File: src/rtl/aes_ctrl_pkg.sv
// AES job arbiter shared control definitions.
// Job states, cipher mode codes and wait counter width.
package aes_ctrl_pkg;

  typedef enum logic [1:0] {
    IDLE = 2'd0,
    LOAD = 2'd1,
    WAIT = 2'd2,
    RESP = 2'd3
  } state_t;

  localparam logic MODE_ENC = 1'b0;
  localparam logic MODE_DEC = 1'b1;

  localparam int CNT_W = $clog2(16);

  typedef logic [CNT_W-1:0] cnt_t;
  typedef logic [127:0] blk_t;

endpackage

File: src/rtl/aes_job_arbiter_if.sv
// Job request, response and shared-core bundle.
// slave = the arbiter, master = requesters, consumer and core pair.
interface aes_job_arbiter_if #(
  parameter int Nk = 4
);
  import aes_ctrl_pkg::*;

  logic            req0_valid;
  logic            req0_ready;
  logic            req0_mode;
  blk_t            req0_data;
  logic [32*Nk-1:0] req0_key;

  logic            req1_valid;
  logic            req1_ready;
  logic            req1_mode;
  blk_t            req1_data;
  logic [32*Nk-1:0] req1_key;

  blk_t            core_in;
  logic [32*Nk-1:0] core_key;
  blk_t            core_enc_out;
  blk_t            core_dec_out;

  logic            rsp_valid;
  logic            rsp_ready;
  logic            rsp_id;
  blk_t            rsp_data;

  modport slave (
    input  req0_valid, req0_mode,
    input  req0_data, req0_key,
    output req0_ready,
    input  req1_valid, req1_mode,
    input  req1_data, req1_key,
    output req1_ready,
    output core_in, core_key,
    input  core_enc_out, core_dec_out,
    output rsp_valid, rsp_id, rsp_data,
    input  rsp_ready
  );

  modport master (
    output req0_valid, req0_mode,
    output req0_data, req0_key,
    input  req0_ready,
    output req1_valid, req1_mode,
    output req1_data, req1_key,
    input  req1_ready,
    input  core_in, core_key,
    output core_enc_out, core_dec_out,
    input  rsp_valid, rsp_id, rsp_data,
    output rsp_ready
  );

endinterface

File: src/rtl/rr_arb2.sv
// Two-way round-robin grant.
// On a tie the requester that did not win last time is chosen.
module rr_arb2 (
  input  logic       valid0,
  input  logic       valid1,
  input  logic       last_grant,
  output logic [1:0] grant
);

  always_comb begin
    grant = 2'b00;
    unique case (1'b1)
      valid0 && valid1:
        grant = last_grant ? 2'b01 : 2'b10;
      valid0 && !valid1:
        grant = 2'b01;
      !valid0 && valid1:
        grant = 2'b10;
      default:
        grant = 2'b00;
    endcase
  end

endmodule

File: src/rtl/aes_job_arbiter.sv
// Shares one external Cipher/InvCipher pair between two requesters.
// Fixed-latency flow IDLE -> LOAD -> WAIT -> RESP.
module aes_job_arbiter
  import aes_ctrl_pkg::*;
#(
  parameter int Nk       = 4,
  parameter int CORE_LAT = 2
) (
  input  logic clock,
  input  logic reset,
  input  logic flush,
  output logic busy,
  aes_job_arbiter_if.slave bus
);

  localparam int   KW     = 32 * Nk;
  localparam cnt_t LAT_M1 = cnt_t'(CORE_LAT - 1);

  state_t        state;
  cnt_t          wait_cnt;
  logic          last_grant;
  logic          mode;
  logic          id;
  logic          rsp_valid;
  logic          rsp_id;
  blk_t          rsp_data;
  blk_t          core_in;
  logic [KW-1:0] core_key;
  logic [1:0]    grant;
  logic [1:0]    ready;
  logic          take;
  blk_t          sel_data;
  logic [KW-1:0] sel_key;
  logic          sel_mode;

  rr_arb2 u_arb (
    .valid0     (bus.req0_valid),
    .valid1     (bus.req1_valid),
    .last_grant (last_grant),
    .grant      (grant)
  );

  // reset and flush both mask the combinational ready
  assign ready = (reset && !flush && state == IDLE)
               ? grant : 2'b00;
  assign take  = |ready;

  assign sel_data = grant[1] ? bus.req1_data : bus.req0_data;
  assign sel_key  = grant[1] ? bus.req1_key  : bus.req0_key;
  assign sel_mode = grant[1] ? bus.req1_mode : bus.req0_mode;

  always_ff @(posedge clock or negedge reset) begin
    if (!reset) begin
      state      <= IDLE;
      wait_cnt   <= '0;
      last_grant <= 1'b1;
      mode       <= MODE_ENC;
      id         <= 1'b0;
      rsp_valid  <= 1'b0;
      rsp_id     <= 1'b0;
      rsp_data   <= '0;
      core_in    <= '0;
      core_key   <= '0;
    end else if (flush) begin
      state     <= IDLE;
      wait_cnt  <= '0;
      rsp_valid <= 1'b0;
    end else begin
      unique case (state)
        IDLE: begin
          if (take) begin
            core_in    <= sel_data;
            core_key   <= sel_key;
            mode       <= sel_mode;
            id         <= ready[1];
            last_grant <= ready[1];
            state      <= LOAD;
          end
        end
        LOAD: begin
          wait_cnt <= LAT_M1;
          state    <= WAIT;
        end
        WAIT: begin
          if (wait_cnt == '0) begin
            rsp_data  <= (mode == MODE_DEC)
                       ? bus.core_dec_out
                       : bus.core_enc_out;
            rsp_id    <= id;
            rsp_valid <= 1'b1;
            state     <= RESP;
          end else begin
            wait_cnt <= wait_cnt - cnt_t'(1);
          end
        end
        RESP: begin
          if (bus.rsp_ready) begin
            rsp_valid <= 1'b0;
            state     <= IDLE;
          end
        end
        default: state <= IDLE;
      endcase
    end
  end

  assign bus.req0_ready = ready[0];
  assign bus.req1_ready = ready[1];
  assign bus.core_in    = core_in;
  assign bus.core_key   = core_key;
  assign bus.rsp_valid  = rsp_valid;
  assign bus.rsp_id     = rsp_id;
  assign bus.rsp_data   = rsp_data;
  assign busy           = (state != IDLE);

endmodule

File: src/flat_wrapper.sv
// flat-port wrapper written by rule: the top's interface ports become plain ports
module aes_job_arbiter_flat import aes_ctrl_pkg::*;
#(
  parameter int Nk       = 4,
  parameter int CORE_LAT = 2
)
  (clock, reset, flush, busy, bus_req0_valid, bus_req0_mode, bus_req0_data, bus_req0_key, bus_req0_ready, bus_req1_valid, bus_req1_mode, bus_req1_data, bus_req1_key, bus_req1_ready, bus_core_in, bus_core_key, bus_core_enc_out, bus_core_dec_out, bus_rsp_valid, bus_rsp_id, bus_rsp_data, bus_rsp_ready);
  aes_job_arbiter_if #(.Nk(Nk)) bus_i ();
  input  logic clock;
  input  logic reset;
  input  logic flush;
  output logic busy;
  input wire logic [$bits(bus_i.req0_valid)-1:0] bus_req0_valid;
  input wire logic [$bits(bus_i.req0_mode)-1:0] bus_req0_mode;
  input wire logic [$bits(bus_i.req0_data)-1:0] bus_req0_data;
  input wire logic [$bits(bus_i.req0_key)-1:0] bus_req0_key;
  output wire logic [$bits(bus_i.req0_ready)-1:0] bus_req0_ready;
  input wire logic [$bits(bus_i.req1_valid)-1:0] bus_req1_valid;
  input wire logic [$bits(bus_i.req1_mode)-1:0] bus_req1_mode;
  input wire logic [$bits(bus_i.req1_data)-1:0] bus_req1_data;
  input wire logic [$bits(bus_i.req1_key)-1:0] bus_req1_key;
  output wire logic [$bits(bus_i.req1_ready)-1:0] bus_req1_ready;
  output wire logic [$bits(bus_i.core_in)-1:0] bus_core_in;
  output wire logic [$bits(bus_i.core_key)-1:0] bus_core_key;
  input wire logic [$bits(bus_i.core_enc_out)-1:0] bus_core_enc_out;
  input wire logic [$bits(bus_i.core_dec_out)-1:0] bus_core_dec_out;
  output wire logic [$bits(bus_i.rsp_valid)-1:0] bus_rsp_valid;
  output wire logic [$bits(bus_i.rsp_id)-1:0] bus_rsp_id;
  output wire logic [$bits(bus_i.rsp_data)-1:0] bus_rsp_data;
  input wire logic [$bits(bus_i.rsp_ready)-1:0] bus_rsp_ready;
  assign bus_i.req0_valid = bus_req0_valid;
  assign bus_i.req0_mode = bus_req0_mode;
  assign bus_i.req0_data = bus_req0_data;
  assign bus_i.req0_key = bus_req0_key;
  assign bus_req0_ready = bus_i.req0_ready;
  assign bus_i.req1_valid = bus_req1_valid;
  assign bus_i.req1_mode = bus_req1_mode;
  assign bus_i.req1_data = bus_req1_data;
  assign bus_i.req1_key = bus_req1_key;
  assign bus_req1_ready = bus_i.req1_ready;
  assign bus_core_in = bus_i.core_in;
  assign bus_core_key = bus_i.core_key;
  assign bus_i.core_enc_out = bus_core_enc_out;
  assign bus_i.core_dec_out = bus_core_dec_out;
  assign bus_rsp_valid = bus_i.rsp_valid;
  assign bus_rsp_id = bus_i.rsp_id;
  assign bus_rsp_data = bus_i.rsp_data;
  assign bus_i.rsp_ready = bus_rsp_ready;
  aes_job_arbiter #(.Nk(Nk), .CORE_LAT(CORE_LAT)) u_core (.clock(clock), .reset(reset), .flush(flush), .busy(busy), .bus(bus_i));
endmodule
File: config.mk
export PLATFORM = sky130hd
export DESIGN_NAME = aes_job_arbiter_flat
export DESIGN_NICKNAME = d
export VERILOG_FILES = /design/src/rtl/aes_ctrl_pkg.sv /design/src/rtl/aes_job_arbiter_if.sv /design/src/rtl/rr_arb2.sv /design/src/rtl/aes_job_arbiter.sv /design/src/flat_wrapper.sv
export SDC_FILE = /design/constraint.sdc
export NUM_CORES = 1
export LEC_CHECK = 0
export ABC_AREA = 1
export BUFFER_PORTS_ARGS = -buffer_cell sky130_fd_sc_hd__buf_4
export CAP_MARGIN = 20
export CORE_AREA = 2 2 453 455
export DETAILED_ROUTE_END_ITERATION = 12
export DIE_AREA = 0 0 455 457
export PLACE_DENSITY = 0.3
export SLEW_MARGIN = 10
export SYNTH_ARGS = -nofsm -noshare
export SYNTH_HDL_FRONTEND = slang
export SYNTH_SLANG_ARGS = --single-unit
export TNS_END_PERCENT = 50
File: constraint.sdc
create_clock -name clock -period 4.2 [get_ports clock]
set_input_delay 0 -clock clock [delete_from_list [all_inputs] [get_ports clock]]
set_output_delay 0 -clock clock [all_outputs]
set_load 0.05 [all_outputs]
==> results.md, run 1 <==
- Result of the run: completed
- Switching portion of total power: 50.7%
- Main synth FF type: sky130_fd_sc_hd__dfrtp_1
- Worst min path class: in -> reg
- Final count of negative-setup-slack endpoints: 0
- Clock tree sinks: 395
- Global-route usage over all layers: 13.3%
- Startpoint of the worst register-to-register path: u_core.last_grant$_DFFE_PN1P_
- Worst path arrival time: a little over 4 ns
- Setup CP Type: reg -> reg
- Max FO, Critical Path: 67
- Via count of the first global-routing pass: 26800
- Worst Setup End Kind: register
- Clock latency of the later-clocked register in the worst-skew pair: between 0.6 and 0.7 ns
- Setup TNS Final: 0 ns
- Yosys synthesis warning count: 0
- Final routed wire length divided by cell count: 19.8 microns
- Post-Place Cell Area: around 31000 sq um
- Number of synthesized flops with an enable pin: 0
- Power per unit of standard cell area: 727 nW/um^2
- Endpoint of the worst setup timing path: u_core.bus.core_in[32]$_DFFE_PN0P_
- Largest cells by area after synthesis: sky130_fd_sc_hd__dfrtp_1, sky130_fd_sc_hd__nand2_1, sky130_fd_sc_hd__nand3_1
- Top cell type's share of synthesized area: 50.1%
- Clock H-tree levels: 2
- Leading area contributor after synthesis: sky130_fd_sc_hd__dfrtp_1
- Part of the Yosys area used for sequential elements: 50.3%
- Netlist Area Pre-Place: about 20000 sq um
- Total iterations of the first detailed-routing run: 5
- Chip Width: 455 microns
- Total gr overflow: 0
- Final period utilization: a little over four fifths
- Reg-to-reg endpoint: u_core.bus.core_in[32]$_DFFE_PN0P_
- Final Max Slew Viols: 0
- IO buf count: 1164
- Number of antenna violations at the first check in global routing: 34
- Number of hold buffers added after CTS: 787
- Final core area utilization: 20.4%
- Minimum clock period after layout: approximately 3.5 ns
- Crit path required time: 4.78 ns
- Core Area: 203000 sq um
- Syn Nets: 3515
- Slew HR: between 20% and 30%
- Area of all placed cells without fillers: 41500 sq um
- First DRT Iteration DRCs: 1355
- Hpwl dp: between 100 and 150 mm
- Die height: 457 microns
- Flip-flop and latch count after synthesis: approximately 400
- Count of cell types in the netlist: 23
- Vias after detailed routing: 25700
- Pre-CTS worst setup slack: 1.43 ns
- Setup Fix Bufs, Post-CTS: 0
- Reg2Reg Setup Slack: 0.70 ns
- Count of endpoints failing hold in the final timing report: 0
- Setup repair after global routing missed its margin: false
- Post-DR vias/cell: 3.50
- Layout Skew: around 0.03 ns
- Power spent charging and discharging nets: 15.3 mW
- Site row count: 166
- Design internal power: roughly 15 mW
- Final GP Congestion: approximately 0.9
- Actual transition at the worst max-transition pin: 1.12 ns
- Post-Syn Instances: about 2700
- Relative contribution of sequential cells to total power: 23.5%
- Critical Path Source: u_core.last_grant$_DFFE_PN1P_
- Fraction of final layout cells with drive strength greater than 1: 28.6%
- Die Outline Area: between 200000 and 250000 sq um
- CTS Buf Count: 59
- Maximum number of pins on one net before global-route repair: between 100 and 150
- TritonCTS clock tree: done
- Initial standard-cell utilization of the core: 9.67%
- Post-layout total power: 30.1 mW
- Remaining routing DRC violations: 0
- Average instance area after synthesis: 7.20 sq um
- Combinational share of power: 58.1%
- Total I/O pin count: 1165
- Fmax: 0.286 GHz
- Cell at the root of the clock tree: sky130_fd_sc_hd__clkbuf_16
- Kind of launch point of the worst setup path: register
- Setup slack after layout: 0.698 ns
- Post-detailed-route count of antenna-violating nets: 0
- R2R depth: 9
- Clock edge transition at the registers on the reported setup and hold paths: 0.07 ns
- Clock network fraction of total power: 18.4%
- First-pass GRT wire length: 200 mm
- Buffer levels on the longest clock path: 3
- Number of max-cap violations: 0
- Cell leakage power: 20.8 nW
- Fraction of registers with async set or reset after synthesis: 100%
- Fill cell count: around 23000
- Final-stage net count: 5378
- Final routed wirelength across all metal layers: around 150 mm
- Max rail drop VDD: 0.275 mV
- Layout-stage area growth over the synthesis result: 111%
- Resize count post-CTS: 0
## cell type report
| cell class | count | area (sq um) | share of cell area, % |
|---|---|---|---|
| Antenna cell | 18 | 45.0 | 0.109 |
| Clock buffer | 89 | 1840 | 4.44 |
| Clock inverter | 20 | 279 | 0.673 |
| Inverter | 19 | 81.3 | 0.196 |
| Multi-Input combinational cell | 2121 | 8750 | 21.1 |
| Sequential cell | 395 | 9890 | 23.9 |
| Tap cell | 2688 | 3360 | 8.11 |
| Timing Repair Buffer | 1999 | 17200 | 41.5 |
## per-stage QoR
stage | hold slack [ns] | std cells
global route | 0.0956 | 7342
detailed placement | -0.0291 | 6435
CTS | 0.0565 | 7331
global placement | -0.0309 | 6435
floorplan | -0.296 | 2732
finish | 0.138 | 7349
## cell usage after synthesis, types with 2 or more instances
| cell | n |
|---|---|
| sky130_fd_sc_hd__ha_1 | 7 |
| sky130_fd_sc_hd__buf_4 | 13 |
| sky130_fd_sc_hd__nand2_1 | 1567 |
| sky130_fd_sc_hd__nand4_1 | 2 |
| sky130_fd_sc_hd__clkbuf_1 | 69 |
| sky130_fd_sc_hd__inv_1 | 17 |
| sky130_fd_sc_hd__nor2_1 | 138 |
| sky130_fd_sc_hd__buf_1 | 12 |
| sky130_fd_sc_hd__nand3_1 | 262 |
| sky130_fd_sc_hd__inv_2 | 2 |
| sky130_fd_sc_hd__or2_2 | 2 |
| sky130_fd_sc_hd__buf_6 | 13 |
| sky130_fd_sc_hd__o21ai_0 | 8 |
| sky130_fd_sc_hd__nor3_1 | 2 |
| sky130_fd_sc_hd__dfrtp_1 | 394 |
| sky130_fd_sc_hd__a31oi_1 | 128 |
| sky130_fd_sc_hd__buf_2 | 90 |
## logic make-up after synthesis
kind of cell    count (synthesis)  synth area share, %
flops                         395                 50.3
fa+ha+maj                       7                0.445
compound gates                138                 4.36
simple gates                 1976                 39.5
buf+inv                       216                 5.44
## cell usage in the layout, fill, tap and decap left out, types with 5 or more instances in the layout
cell                            instances
sky130_fd_sc_hd__diode_2               18
sky130_fd_sc_hd__clkinv_2              10
sky130_fd_sc_hd__a31oi_1              128
sky130_fd_sc_hd__bufinv_16              6
sky130_fd_sc_hd__inv_1                 16
sky130_fd_sc_hd__buf_12                17
sky130_fd_sc_hd__clkbuf_8              25
sky130_fd_sc_hd__dlygate4sd3_1        786
sky130_fd_sc_hd__clkbuf_16             59
sky130_fd_sc_hd__dfrtp_1              393
sky130_fd_sc_hd__ha_1                   7
sky130_fd_sc_hd__nand3_1              262
sky130_fd_sc_hd__clkbuf_1               5
sky130_fd_sc_hd__nand2_1             1566
sky130_fd_sc_hd__o21ai_0                8
sky130_fd_sc_hd__buf_4               1193
sky130_fd_sc_hd__nor2_1               138
## state kept, by name, summed over array words and instances (netlist names), 2 cells and up
name and cells:
u_core.state 2, u_core.wait_cnt 4, u_core.bus.core_in 128, u_core.bus.core_key 128, u_core.bus.rsp_data 128
## power by group through the flow
stage                     clock [mW]  sequential (mW)  combinational (mW)
after floorplan                    0             12.7                3.44
after detailed placement           0             7.11                15.7
after global routing            5.94             7.31                18.6
final                           5.55             7.08                17.5
after global placement             0             7.11                15.7
after CTS                       5.79             7.08                17.7
## critical path, stage by stage (launching register included)
cell	delay, ns
sky130_fd_sc_hd__dfstp_2	0.60
sky130_fd_sc_hd__nand2_8	0.33
sky130_fd_sc_hd__nand2_4	0.65
sky130_fd_sc_hd__buf_12	0.31
sky130_fd_sc_hd__nand2_1	0.08
sky130_fd_sc_hd__nand2_1	0.06
sky130_fd_sc_hd__dlygate4sd3_1	0.54
sky130_fd_sc_hd__nand2_1	0.05
sky130_fd_sc_hd__nand2_1	0.09
sky130_fd_sc_hd__dlygate4sd3_1	0.55
## metal layers
layer | up-vias | routed length (microns) | share of wire, % | GRT usage (%)
li1 | 12400 | - | - | -
met1 | 12200 | 59700 | 41 | 16.0
met2 | 900 | 68700 | 47 | 22.3
met3 | 176 | 12600 | 8.7 | 4.64
met4 | 24 | 4220 | 2.9 | 3.70
met5 | - | 149 | 0.10 | 0
## worst min-delay path by stage
stage | cells after the start | to | startpoint
detailed placement | 1 | u_core.bus.core_in[24]$_DFFE_PN0P_ | reset
CTS | 4 | u_core.bus.rsp_data[9]$_DFFE_PN0N_ | bus_core_enc_out[9]
floorplan | 0 | u_core.bus.core_in[0]$_DFFE_PN0P_ | reset
global placement | 1 | u_core.bus.core_in[24]$_DFFE_PN0P_ | reset
global route | 4 | u_core.bus.rsp_data[82]$_DFFE_PN0N_ | bus_core_enc_out[82]
finish | 4 | u_core.bus.rsp_data[80]$_DFFE_PN0N_ | bus_core_enc_out[80]
(Power assumes the default switching activity.)
==> run 2: changes to the inputs <==
- clock period: 4.2 -> 3.45 ns (I/O delays scaled with it)
==> results.md, run 2 (same netlist as run 1, synthesis figures left out) <==
- Worst Setup End Kind: register
- Number of max-cap violations: 0
- Post-Place Cell Area: 31500 sq um
- Max FO, Critical Path: 116
- Global-route usage over all layers: 13.3%
- Final routed wirelength across all metal layers: 144 mm
- Final-stage net count: 5373
- Minimum clock period after layout: 2.99 ns
- Post-Route M1 WL: 59.8 mm
- Clock edge transition at the registers on the reported setup and hold paths: 0.06 ns
- Slew HR: slightly below 30%
- Final Max Slew Viols: 0
- Setup CP Type: reg -> reg
- Final routed wire length divided by cell count: between 15 and 20 microns
- Core Area: 203000 sq um
- Worst min path class: in -> reg
- Via count of the first global-routing pass: 26900
- Cell at the root of the clock tree: sky130_fd_sc_hd__clkbuf_16
- Max rail drop VDD: between 0.4 and 0.5 mV
- Die Outline Area: between 200000 and 250000 sq um
- First DRT Iteration DRCs: 1523
- Setup TNS Final: 0 ns
- Setup repair after global routing missed its margin: false
- Vias after detailed routing: 25700
- Biggest regs: u_core.bus.core_in: 128 flops, u_core.bus.core_key: 128 flops, u_core.bus.rsp_data: 128 flops
- Fraction of final layout cells with drive strength greater than 1: 28.3%
- Crit path required time: 4.00 ns
- Crit-path slowest cell: sky130_fd_sc_hd__dlygate4sd3_1
- Total I/O pin count: between 1000 and 1500
- Setup Fix Bufs, Post-CTS: 0
- Clock H-tree levels: 2
- Layout Skew: 0.0273 ns
- Final period utilization: between 80% and 90%
- Top layer in use: met5
- Area of all placed cells without fillers: just over 40000 sq um
- Maximum number of pins on one net before global-route repair: between 100 and 150
- Layout-stage area growth over the synthesis result: 110%
- Met2 wire length: 68.2 mm
- Critical path cell sequence: inv_1, ha_1, inv_1, nor2_2, o211ai_4, buf_12, nand2_1, nand3_1, dlygate4sd3_1, nand2_1, dlygate4sd3_1
- Pre-CTS worst setup slack: 1.17 ns
- Most common library cell in the layout ignoring fill and taps: sky130_fd_sc_hd__nand2_1
- Resize count post-CTS: 0
- Clock latency of the later-clocked register in the worst-skew pair: 0.69 ns
- Setup slack after layout: about 0.46 ns
- Kind of launch point of the worst setup path: register
- Total gr overflow: 0
- Worst path arrival time: 3.54 ns
- Post-detailed-route count of antenna-violating nets: 0
- Cell leakage power: 20.7 nW
- Remaining routing DRC violations: 0
- Total iterations of the first detailed-routing run: 6
- Worst hold-check slack: roughly 0.14 ns
- Hpwl dp: 110 mm
- Fmax: 0.334 GHz
- First-pass GRT wire length: 199 mm
- Final GP Congestion: 0.892
- Top library cells by usage in the layout, fill and taps aside: sky130_fd_sc_hd__nand2_1, sky130_fd_sc_hd__buf_4, sky130_fd_sc_hd__dlygate4sd3_1
- Die height: 457 microns
- Initial standard-cell utilization of the core: 9.67%
- Number of antenna violations at the first check in global routing: 36
- Buffer levels on the longest clock path: 3
- Site row count: 166
- Count of endpoints failing hold in the final timing report: 0
- Power per unit of standard cell area: 872 nW/um^2
- Met3 layer wire length in the routed design: around 12 mm
- Delay of the slowest cell on the worst path: 0.55 ns
- CTS Buf Count: 58
- Chip Width: 455 microns
- Clock tree sinks: around 400
- Final count of negative-setup-slack endpoints: 0
- Final core area utilization: between 20% and 30%
- Post-DR vias/cell: 3.50
- IO buf count: approximately 1200
- Result of the run: completed
- TritonCTS clock tree: done
- Actual transition at the worst max-transition pin: 1.06 ns
-- run 2: layer usage --
metal,vias up,GRT usage (%)
met3,167,4.57
met1,12200,15.9
met5,-,0
met2,891,22.2
li1,12400,-
met4,20,3.88
-- run 2: repair_timing --
action | 4_1_cts | 5_1_grt
setup endpoints to repair | 0 | 0
hold buffers | 784 | 0
endpoints found under the hold margin | 609 | 0
-- run 2: layout make-up --
class	instances	area, sq um
Inverter	19	81.3
Sequential cell	395	9890
Clock buffer	94	1770
Clock inverter	12	96.3
Tap cell	2688	3360
Fill cell	23100	162000
Multi-Input combinational cell	2121	8750
Timing Repair Buffer	1995	17300
Antenna cell	19	47.5
-- run 2: final timing paths --
path / start / endpoint / slack, ns / cells after the start
setup / recovery: u_core.state[0]$_DFFE_PN0P_ / u_core.state[1]$_DFFE_PN0P_ / 0.46 / 11
hold / removal: bus_req1_valid / u_core.last_grant$_DFFE_PN1P_ / 0.14 / 4
setup reg to reg: u_core.state[0]$_DFFE_PN0P_ / u_core.state[1]$_DFFE_PN0P_ / 0.46 / 11
hold reg to reg: u_core.bus.core_in[44]$_DFFE_PN0P_ / u_core.bus.core_in[44]$_DFFE_PN0P_ / 0.48 / 2
max in group asynchronous: reset / u_core.bus.core_key[2]$_DFFE_PN0P_ / 1.68 / 5
min in group asynchronous: reset / u_core.bus.core_in[24]$_DFFE_PN0P_ / 0.47 / 4
-- run 2: metrics by stage --
| step | std cells | power, mW |
|---|---|---|
| after floorplan | 2732 | 19.7 |
| after global placement | 6434 | 27.8 |
| after detailed placement | 6434 | 27.8 |
| after CTS | 7324 | 36.5 |
| after global routing | 7338 | 38.1 |
| final | 7343 | 35.9 |
-- run 2: critical path, delay by kind of cell (launching register included) --
family                   cells  cell delay, ns
buffers and inverters        5            1.69
AND/OR/NAND/NOR              4            0.43
flip-flops                   1            0.38
adder cells (fa/ha/maj)      1            0.20
AO/OA/AOI/OAI                1            0.15
-- run 2: report_power, final --
group / switching, mW / leakage [nW] / internal (mW)
clock network: 2.58 / 0.916 / 3.48
logic: 14.2 / 14.9 / 7.18
registers: 1.64 / 4.83 / 6.82
